## src/rtl/dmem_arbiter.sv

```systemverilog
// dmem_arbiter: shares one single-port, byte-laned data memory between the
// CPU load/store unit (port 0) and a DMA/debug loader (port 1).
// Each cycle it grants at most one port and steers that port's address,
// lane enables and store data to the memory. The load data is aligned and
// extended as it is captured, so the response arrives on the requesting
// port one cycle after the grant.
module dmem_arbiter #(
    parameter int MAX_BURST = 4,  // 1..15 back-to-back grants while the other port waits
    parameter int P0_PRIO   = 1   // 1: port 0 preferred, 0: round-robin
) (
    input  logic        clk_i,
    input  logic        rst_i,

    input  logic        m0_req_i,
    input  logic        m0_we_i,
    input  logic [1:0]  m0_size_i,
    input  logic        m0_unsigned_i,
    input  logic [31:0] m0_addr_i,
    input  logic [31:0] m0_wdata_i,
    output logic        m0_gnt_o,
    output logic        m0_rvalid_o,
    output logic [31:0] m0_rdata_o,
    output logic        m0_err_o,

    input  logic        m1_req_i,
    input  logic        m1_we_i,
    input  logic [1:0]  m1_size_i,
    input  logic        m1_unsigned_i,
    input  logic [31:0] m1_addr_i,
    input  logic [31:0] m1_wdata_i,
    output logic        m1_gnt_o,
    output logic        m1_rvalid_o,
    output logic [31:0] m1_rdata_o,
    output logic        m1_err_o,

    output logic [31:0] d_addr_o,
    output logic [31:0] d_wdata_o,
    output logic [3:0]  d_we_o,
    input  logic [31:0] d_rdata_i
);

    typedef enum logic {
        PORT0 = 1'b0,
        PORT1 = 1'b1
    } port_e;

    localparam logic [1:0] SIZE_BYTE = 2'b00;
    localparam logic [1:0] SIZE_HALF = 2'b01;
    localparam logic [1:0] SIZE_WORD = 2'b10;

    // Burst counter value at which the waiting port is forced in.
    localparam logic [3:0] BURST_LAST = 4'(MAX_BURST - 1);

    // ------------------------------------------------------------------
    // Access decode helpers
    // ------------------------------------------------------------------

    // Half needs 2-byte alignment and word needs 4-byte alignment. Size 11
    // is never legal.
    function automatic logic f_misaligned(input logic [1:0] size, input logic [1:0] off);
        case (size)
            SIZE_BYTE: f_misaligned = 1'b0;
            SIZE_HALF: f_misaligned = off[0];
            SIZE_WORD: f_misaligned = (off != 2'b00);
            default:   f_misaligned = 1'b1;
        endcase
    endfunction

    // Byte-lane write enables for a legal store.
    function automatic logic [3:0] f_lanes(input logic [1:0] size, input logic [1:0] off);
        case (size)
            SIZE_BYTE: f_lanes = 4'b0001 << off;
            SIZE_HALF: f_lanes = 4'b0011 << off;
            SIZE_WORD: f_lanes = 4'b1111;
            default:   f_lanes = 4'b0000;
        endcase
    endfunction

    // Store data is right-justified and is replicated so that every lane
    // the enables might select carries the right byte.
    function automatic logic [31:0] f_wdata(input logic [1:0] size, input logic [31:0] wdata);
        case (size)
            SIZE_BYTE: f_wdata = {4{wdata[7:0]}};
            SIZE_HALF: f_wdata = {2{wdata[15:0]}};
            default:   f_wdata = wdata;
        endcase
    endfunction

    // Select the addressed lane(s) of the memory word, right-justify them,
    // then zero- or sign-extend.
    function automatic logic [31:0] f_load(input logic [1:0]  size,
                                           input logic        uns,
                                           input logic [1:0]  off,
                                           input logic [31:0] rdata);
        logic [7:0]  v_byte;
        logic [15:0] v_half;
        v_byte = rdata[{off, 3'b000} +: 8];
        v_half = off[1] ? rdata[31:16] : rdata[15:0];
        case (size)
            SIZE_BYTE: f_load = {{24{~uns & v_byte[7]}}, v_byte};
            SIZE_HALF: f_load = {{16{~uns & v_half[15]}}, v_half};
            default:   f_load = rdata;
        endcase
    endfunction

    // ------------------------------------------------------------------
    // State and internal wires
    // ------------------------------------------------------------------
    port_e       r_last_gnt;
    logic [3:0]  r_burst_cnt;

    logic        r_m0_rvalid;
    logic [31:0] r_m0_rdata;
    logic        r_m0_err;
    logic        r_m1_rvalid;
    logic [31:0] r_m1_rdata;
    logic        r_m1_err;

    logic        w_gnt_valid;
    port_e       w_winner;
    logic        w_other_req;
    logic        w_gnt0;
    logic        w_gnt1;

    logic        w_sel_we;
    logic [1:0]  w_sel_size;
    logic        w_sel_uns;
    logic [31:0] w_sel_addr;
    logic [31:0] w_sel_wdata;
    logic        w_sel_bad;
    logic [31:0] w_load_data;

    // Pick this cycle's winner. While rst_i is high no port is granted, so
    // nothing reaches the memory and no response is queued.
    always_comb begin
        // NOTE: every always_comb output gets a default first. A path that
        // leaves one unassigned would infer a latch.
        w_gnt_valid = 1'b0;
        w_winner    = PORT0;
        if (!rst_i) begin
            if (m0_req_i && m1_req_i) begin
                w_gnt_valid = 1'b1;
                if (r_burst_cnt == BURST_LAST) begin
                    w_winner = port_e'(~r_last_gnt);
                end else if (P0_PRIO != 0) begin
                    w_winner = PORT0;
                end else begin
                    w_winner = port_e'(~r_last_gnt);
                end
            end else if (m0_req_i) begin
                w_gnt_valid = 1'b1;
                w_winner    = PORT0;
            end else if (m1_req_i) begin
                w_gnt_valid = 1'b1;
                w_winner    = PORT1;
            end
        end
    end

    assign w_gnt0      = w_gnt_valid && (w_winner == PORT0);
    assign w_gnt1      = w_gnt_valid && (w_winner == PORT1);
    assign w_other_req = (w_winner == PORT0) ? m1_req_i : m0_req_i;
    assign m0_gnt_o    = w_gnt0;
    assign m1_gnt_o    = w_gnt1;

    // Route the winning port's request fields to the memory side.
    always_comb begin
        w_sel_we    = 1'b0;
        w_sel_size  = SIZE_BYTE;
        w_sel_uns   = 1'b0;
        w_sel_addr  = '0;
        w_sel_wdata = '0;
        if (w_gnt0) begin
            w_sel_we    = m0_we_i;
            w_sel_size  = m0_size_i;
            w_sel_uns   = m0_unsigned_i;
            w_sel_addr  = m0_addr_i;
            w_sel_wdata = m0_wdata_i;
        end else if (w_gnt1) begin
            w_sel_we    = m1_we_i;
            w_sel_size  = m1_size_i;
            w_sel_uns   = m1_unsigned_i;
            w_sel_addr  = m1_addr_i;
            w_sel_wdata = m1_wdata_i;
        end
    end

    // Drive the memory. A misaligned or illegal access still uses the slot,
    // but it must not touch any lane.
    always_comb begin
        w_sel_bad   = w_gnt_valid && f_misaligned(w_sel_size, w_sel_addr[1:0]);
        d_addr_o    = w_sel_addr;
        d_wdata_o   = w_gnt_valid ? f_wdata(w_sel_size, w_sel_wdata) : 32'd0;
        d_we_o      = (w_gnt_valid && w_sel_we && !w_sel_bad) ?
                      f_lanes(w_sel_size, w_sel_addr[1:0]) : 4'b0000;
        w_load_data = (w_gnt_valid && !w_sel_we && !w_sel_bad) ?
                      f_load(w_sel_size, w_sel_uns, w_sel_addr[1:0], d_rdata_i) : 32'd0;
    end

    // Track the last granted port and how many back-to-back grants it has
    // taken while the other port was waiting. Idle cycles keep the state.
    always_ff @(posedge clk_i) begin
        // NOTE: state in always_ff is assigned only with <=, so every block
        // samples the values from before the edge, whatever the block order.
        if (rst_i) begin
            r_last_gnt  <= PORT1;
            r_burst_cnt <= 4'd0;
        end else if (w_gnt_valid) begin
            if ((w_winner == r_last_gnt) && w_other_req) begin
                r_burst_cnt <= r_burst_cnt + 4'd1;
            end else begin
                r_burst_cnt <= 4'd0;
            end
            r_last_gnt <= w_winner;
        end
    end

    // Register a one-cycle response on the port granted in the previous
    // cycle. Stores and errors return zero data.
    always_ff @(posedge clk_i) begin
        if (rst_i) begin
            r_m0_rvalid <= 1'b0;
            r_m0_rdata  <= 32'd0;
            r_m0_err    <= 1'b0;
            r_m1_rvalid <= 1'b0;
            r_m1_rdata  <= 32'd0;
            r_m1_err    <= 1'b0;
        end else begin
            r_m0_rvalid <= w_gnt0;
            r_m0_err    <= w_gnt0 && w_sel_bad;
            r_m0_rdata  <= w_gnt0 ? w_load_data : 32'd0;
            r_m1_rvalid <= w_gnt1;
            r_m1_err    <= w_gnt1 && w_sel_bad;
            r_m1_rdata  <= w_gnt1 ? w_load_data : 32'd0;
        end
    end

    assign m0_rvalid_o = r_m0_rvalid;
    assign m0_rdata_o  = r_m0_rdata;
    assign m0_err_o    = r_m0_err;
    assign m1_rvalid_o = r_m1_rvalid;
    assign m1_rdata_o  = r_m1_rdata;
    assign m1_err_o    = r_m1_err;

endmodule

```

## config.mk

```make
export PLATFORM = sky130hd
export DESIGN_NAME = dmem_arbiter
export DESIGN_NICKNAME = d
export VERILOG_FILES = /design/src/rtl/dmem_arbiter.sv
export SDC_FILE = /design/constraint.sdc
export NUM_CORES = 1
export LEC_CHECK = 0
export BUFFER_PORTS_ARGS = -buffer_cell sky130_fd_sc_hd__buf_2
export CAP_MARGIN = 5
export CELL_PAD_IN_SITES_DETAIL_PLACEMENT = 1
export CELL_PAD_IN_SITES_GLOBAL_PLACEMENT = 2
export CORE_ASPECT_RATIO = 0.5
export CORE_MARGIN = 2
export CORE_UTILIZATION = 20
export DETAILED_ROUTE_END_ITERATION = 16
export PLACE_DENSITY_LB_ADDON = 0.1
export SYNTH_ARGS = -nofsm -noshare
export SYNTH_HDL_FRONTEND = slang
export SYNTH_SLANG_ARGS = --single-unit
```

## constraint.sdc

```tcl
create_clock -name clk_i -period 3.32 [get_ports clk_i]
set_clock_uncertainty 0.1 [all_clocks]
set_input_delay 0 -clock clk_i [delete_from_list [all_inputs] [get_ports clk_i]]
set_output_delay 0 -clock clk_i [all_outputs]
set_load 0.05 [all_outputs]
```

==> impl_metrics.csv <==
group,metric,value,unit
outcome,status,"completed",
route,dr.pass1.iters,4,
clocking,cts-root-buf,"clkbuf_16",
sta,fin_crit_sh,96.1,%
logic_synthesis,yosysUniqueCellTypes,59,
logic_synthesis,yosysSeqAreaShare,33.0,%
clocking,htreeDepth,3,
power_and_ir_drop,power_leakage,3.31,nW
floorplan,initial_core_util,20.4,%
sta,setup_viol,0,
route,drc,0,
power_and_ir_drop,p_sw,0.00109,W
floorplan,coreArea,0.0217,mm2
sta,setup_ws,0.131,ns
global_route,grt_max_degree,47,
logic_synthesis,yosysWarningCount,0,
clocking,tritoncts,"built",
global_route,grt.total_usage,19.5,%
power_and_ir_drop,p_int,0.00185,W
floorplan,dieArea,0.0234,mm2
worst_setup_path,critPathLaunchType,"flop",
logic_synthesis,syn-num-nets,767,
route,drt_iter0_drc,255,
placement,dpl_cell_area,0.00629,mm2
cells_and_area,final_area,0.00702,mm2
logic_synthesis,synth-seq-cells,73,
clocking,cts_max_path_buffers,2,
job,max_cap_viol_count,0,
sta,hold_viol_final,0,
sta,tightest_slew,0.638,ns
global_route,grt_first_pass_wirelength,35100,um
cells_and_area,multiInputGateArea,0.00272,mm2
floorplan,die_y,109,um
logic_synthesis,synth_cells,594,
cells_and_area,stdcell_count,1226,
logic_synthesis,synth_area,0.00442,mm2
sta,fmax,314,MHz
global_route,grt_pass1_vias,6038,
logic_synthesis,syn_area_per_cell,7.45,um2
placement,routabilityCongestion,0.783,
power_and_ir_drop,p_sw_share,37.2,%
worst_setup_path,cp.required,3.22,ns
sta,rsz0062_at_grt,"no",
logic_synthesis,async_flop_share,0,%
clocking,clk_pin_slew,0.07,ns
clocking,tritoncts.num_buffers,9,
logic_synthesis,synth_edf_count,0,
logic_synthesis,synth_top_area_share,33.0,%
cells_and_area,layout_commonest_cell,"buf_2",
route,num_vias,5703,
worst_setup_path,reg2reg_depth,8,
cells_and_area,areaGrowthSynthToFinish,58.7,%
clocking,insertion_delay,0.34,ns
route,wire_per_inst,19.0,um
placement,io_buffer_count,309,
power_and_ir_drop,ir_drop,0.223,mV
cells_and_area,layout_common_cells,"308 x buf_2, 106 x nand2_1, 73 x dfxtp_1, 63 x a21oi_1, 59 x o21ai_0",
sta,setup_tns,0,ns
logic_synthesis,synth_area_leaders,"dfxtp_1 33%, nand2_1 9.0%, a21oi_1 7.2%",
sta,slew_headroom,57.4,%
global_route,antenna_found_initial,5,
power_and_ir_drop,p_total,0.00294,W
global_route,overflow,0,
logic_synthesis,yosys.area.top_type,"dfxtp_1",
worst_hold_path,holdCritPathClass,"input port to flop",
power_and_ir_drop,pwr-share-comb,32.2,%
power_and_ir_drop,pwr-share-seq,30.9,%
sta,min_period,3.19,ns
floorplan,fp.dieW,214,um
placement,hpwl,18100,um
route,drt-total-wl,23300,um
worst_hold_path,whs_path_depth,4,
sta,slew_violations,0,
route,postRouteAntennaNets,0,
clocking,cts_sinks,73,
cells_and_area,n_fill_cell,2774,
floorplan,num_rows,38,
worst_setup_path,path_max_fanout,17,
power_and_ir_drop,p_per_area,419,mW/mm2
placement,dp_cells,1169,
cells_and_area,nets,1093,
logic_synthesis,ys.flop_type,"dfxtp_1",
worst_setup_path,critPathArrivalTime,3.09,ns
worst_setup_path,crit_type,"flop to output port",
route,post_drt_via_cell_ratio,4.65,
power_and_ir_drop,clockPowerShare,36.9,%
placement,pre_cts_ws,0.228,ns
worst_setup_path,end_kind,"output port",
cells_and_area,drive_gt1_share,41.5,%
cells_and_area,regArea,0.00146,mm2
floorplan,pin_count,310,
final timing paths:
path	from	to	slack, ns
hold / removal	m1_we_i	m1_rdata_o[15]	0.08
setup / recovery	r_burst_cnt[0]	d_we_o[3]	0.13
setup reg to reg	r_burst_cnt[0]	m1_rdata_o[3]	0.33
hold reg to reg	r_burst_cnt[1]	r_burst_cnt[1]	0.39
through the flow:
step | hold slack (ns) | util, %
floorplan | 0.0255 | -
global placement | 0.140 | 29.0
detailed placement | 0.145 | 29.0
CTS | 0.0749 | 32.1
global route | 0.0854 | 32.4
finish | 0.0759 | 32.4
critical path: stages (launching register included):
cell	delay, ns
dfxtp_1	0.38
ha_1	0.25
or3b_1	0.45
o21ai_2	0.27
a21o_2	0.47
nor2_1	0.14
o311a_1	0.38
a21boi_0	0.15
buf_2	0.25
cell families (layout without fill, tap and decap cells):
kind of cell / Yosys count / count (layout) / share of synthesized area (%)
buf+inv: 60 / 391 / 6.25
flops: 73 / 73 / 33.0
simple gates: 198 / 198 / 20.0
xor+xnor: 3 / 3 / 0.594
other cells: 0 / 1 / 0
fa+ha+maj: 1 / 1 / 0.283
mux: 18 / 18 / 4.36
compound gates: 241 / 241 / 35.5
registers in the layout, summed over array words and instances (netlist names):
name         flops
m0_err_o         1
m0_rdata_o      32
m0_rvalid_o      1
m1_err_o         1
m1_rdata_o      32
m1_rvalid_o      1
r_burst_cnt      4
r_last_gnt       1
power by group through the flow:
| stage | clock (W) | sequential (W) | combinational (W) |
|---|---|---|---|
| finish | 0.00108 | 0.000910 | 0.000947 |
| global route | 0.00115 | 0.000912 | 0.00102 |
| CTS | 0.00110 | 0.000911 | 0.000952 |
| detailed placement | 0 | 0.000930 | 0.000916 |
| global placement | 0 | 0.000931 | 0.000913 |
| floorplan | 0 | 0.00101 | 0.000513 |
layout make-up:
type                            count  area share [%]
Antenna cell                        1          0.0356
Clock buffer                       10            3.26
Clock inverter                      6            1.32
Inverter                            6           0.356
Multi-Input combinational cell    461            38.7
Sequential cell                    73            20.8
Tap cell                          300            5.35
Timing Repair Buffer              369            30.2
repair_timing:
item / CTS / global route
hold buffers: 34 / 0
buffers inserted: 0 / 6
pin swaps: 0 / 3
setup endpoints to repair: 8 / 21
gates resized for setup: 1 / 5
endpoints found under the hold margin: 66 / 0
metal layers:
layer / global-route usage (%) / vias to the layer above / part of all wire [%]
li1: - / 2790 / -
met1: 23.2 / 2714 / 42
met2: 35.2 / 157 / 51
met3: 5.24 / 34 / 5.4
met4: 4.71 / 8 / 1.5
met5: 0 / - / 0.26
synth_stat cells (2+ instances only):
| cell | count |
|---|---|
| nand2_1 | 106 |
| dfxtp_1 | 73 |
| a21oi_1 | 64 |
| o21ai_0 | 59 |
| nor2_1 | 33 |
| nand3_1 | 27 |
| o21ai_1 | 26 |
| clkbuf_1 | 25 |
| buf_2 | 22 |
| a22o_1 | 14 |
| o31ai_1 | 14 |
| a31oi_1 | 11 |
| mux2_2 | 10 |
| a21boi_1 | 9 |
| a22oi_1 | 9 |
| mux2i_1 | 8 |
| nor3_1 | 7 |
| o2bb2ai_1 | 7 |
| o211ai_1 | 4 |
| a21boi_0 | 3 |
| a21o_1 | 3 |
| and3_1 | 3 |
| buf_1 | 3 |
| inv_1 | 3 |
| nand2b_1 | 3 |
| nand4_1 | 3 |
| nor3b_1 | 3 |
| a2111oi_4 | 2 |
| a21oi_4 | 2 |
| and2_1 | 2 |
| buf_4 | 2 |
| buf_6 | 2 |
| inv_2 | 2 |
| nor2b_1 | 2 |
| o22ai_1 | 2 |
| or2_2 | 2 |
| xor2_1 | 2 |
Note: power is estimated with default switching activity, not from simulation.
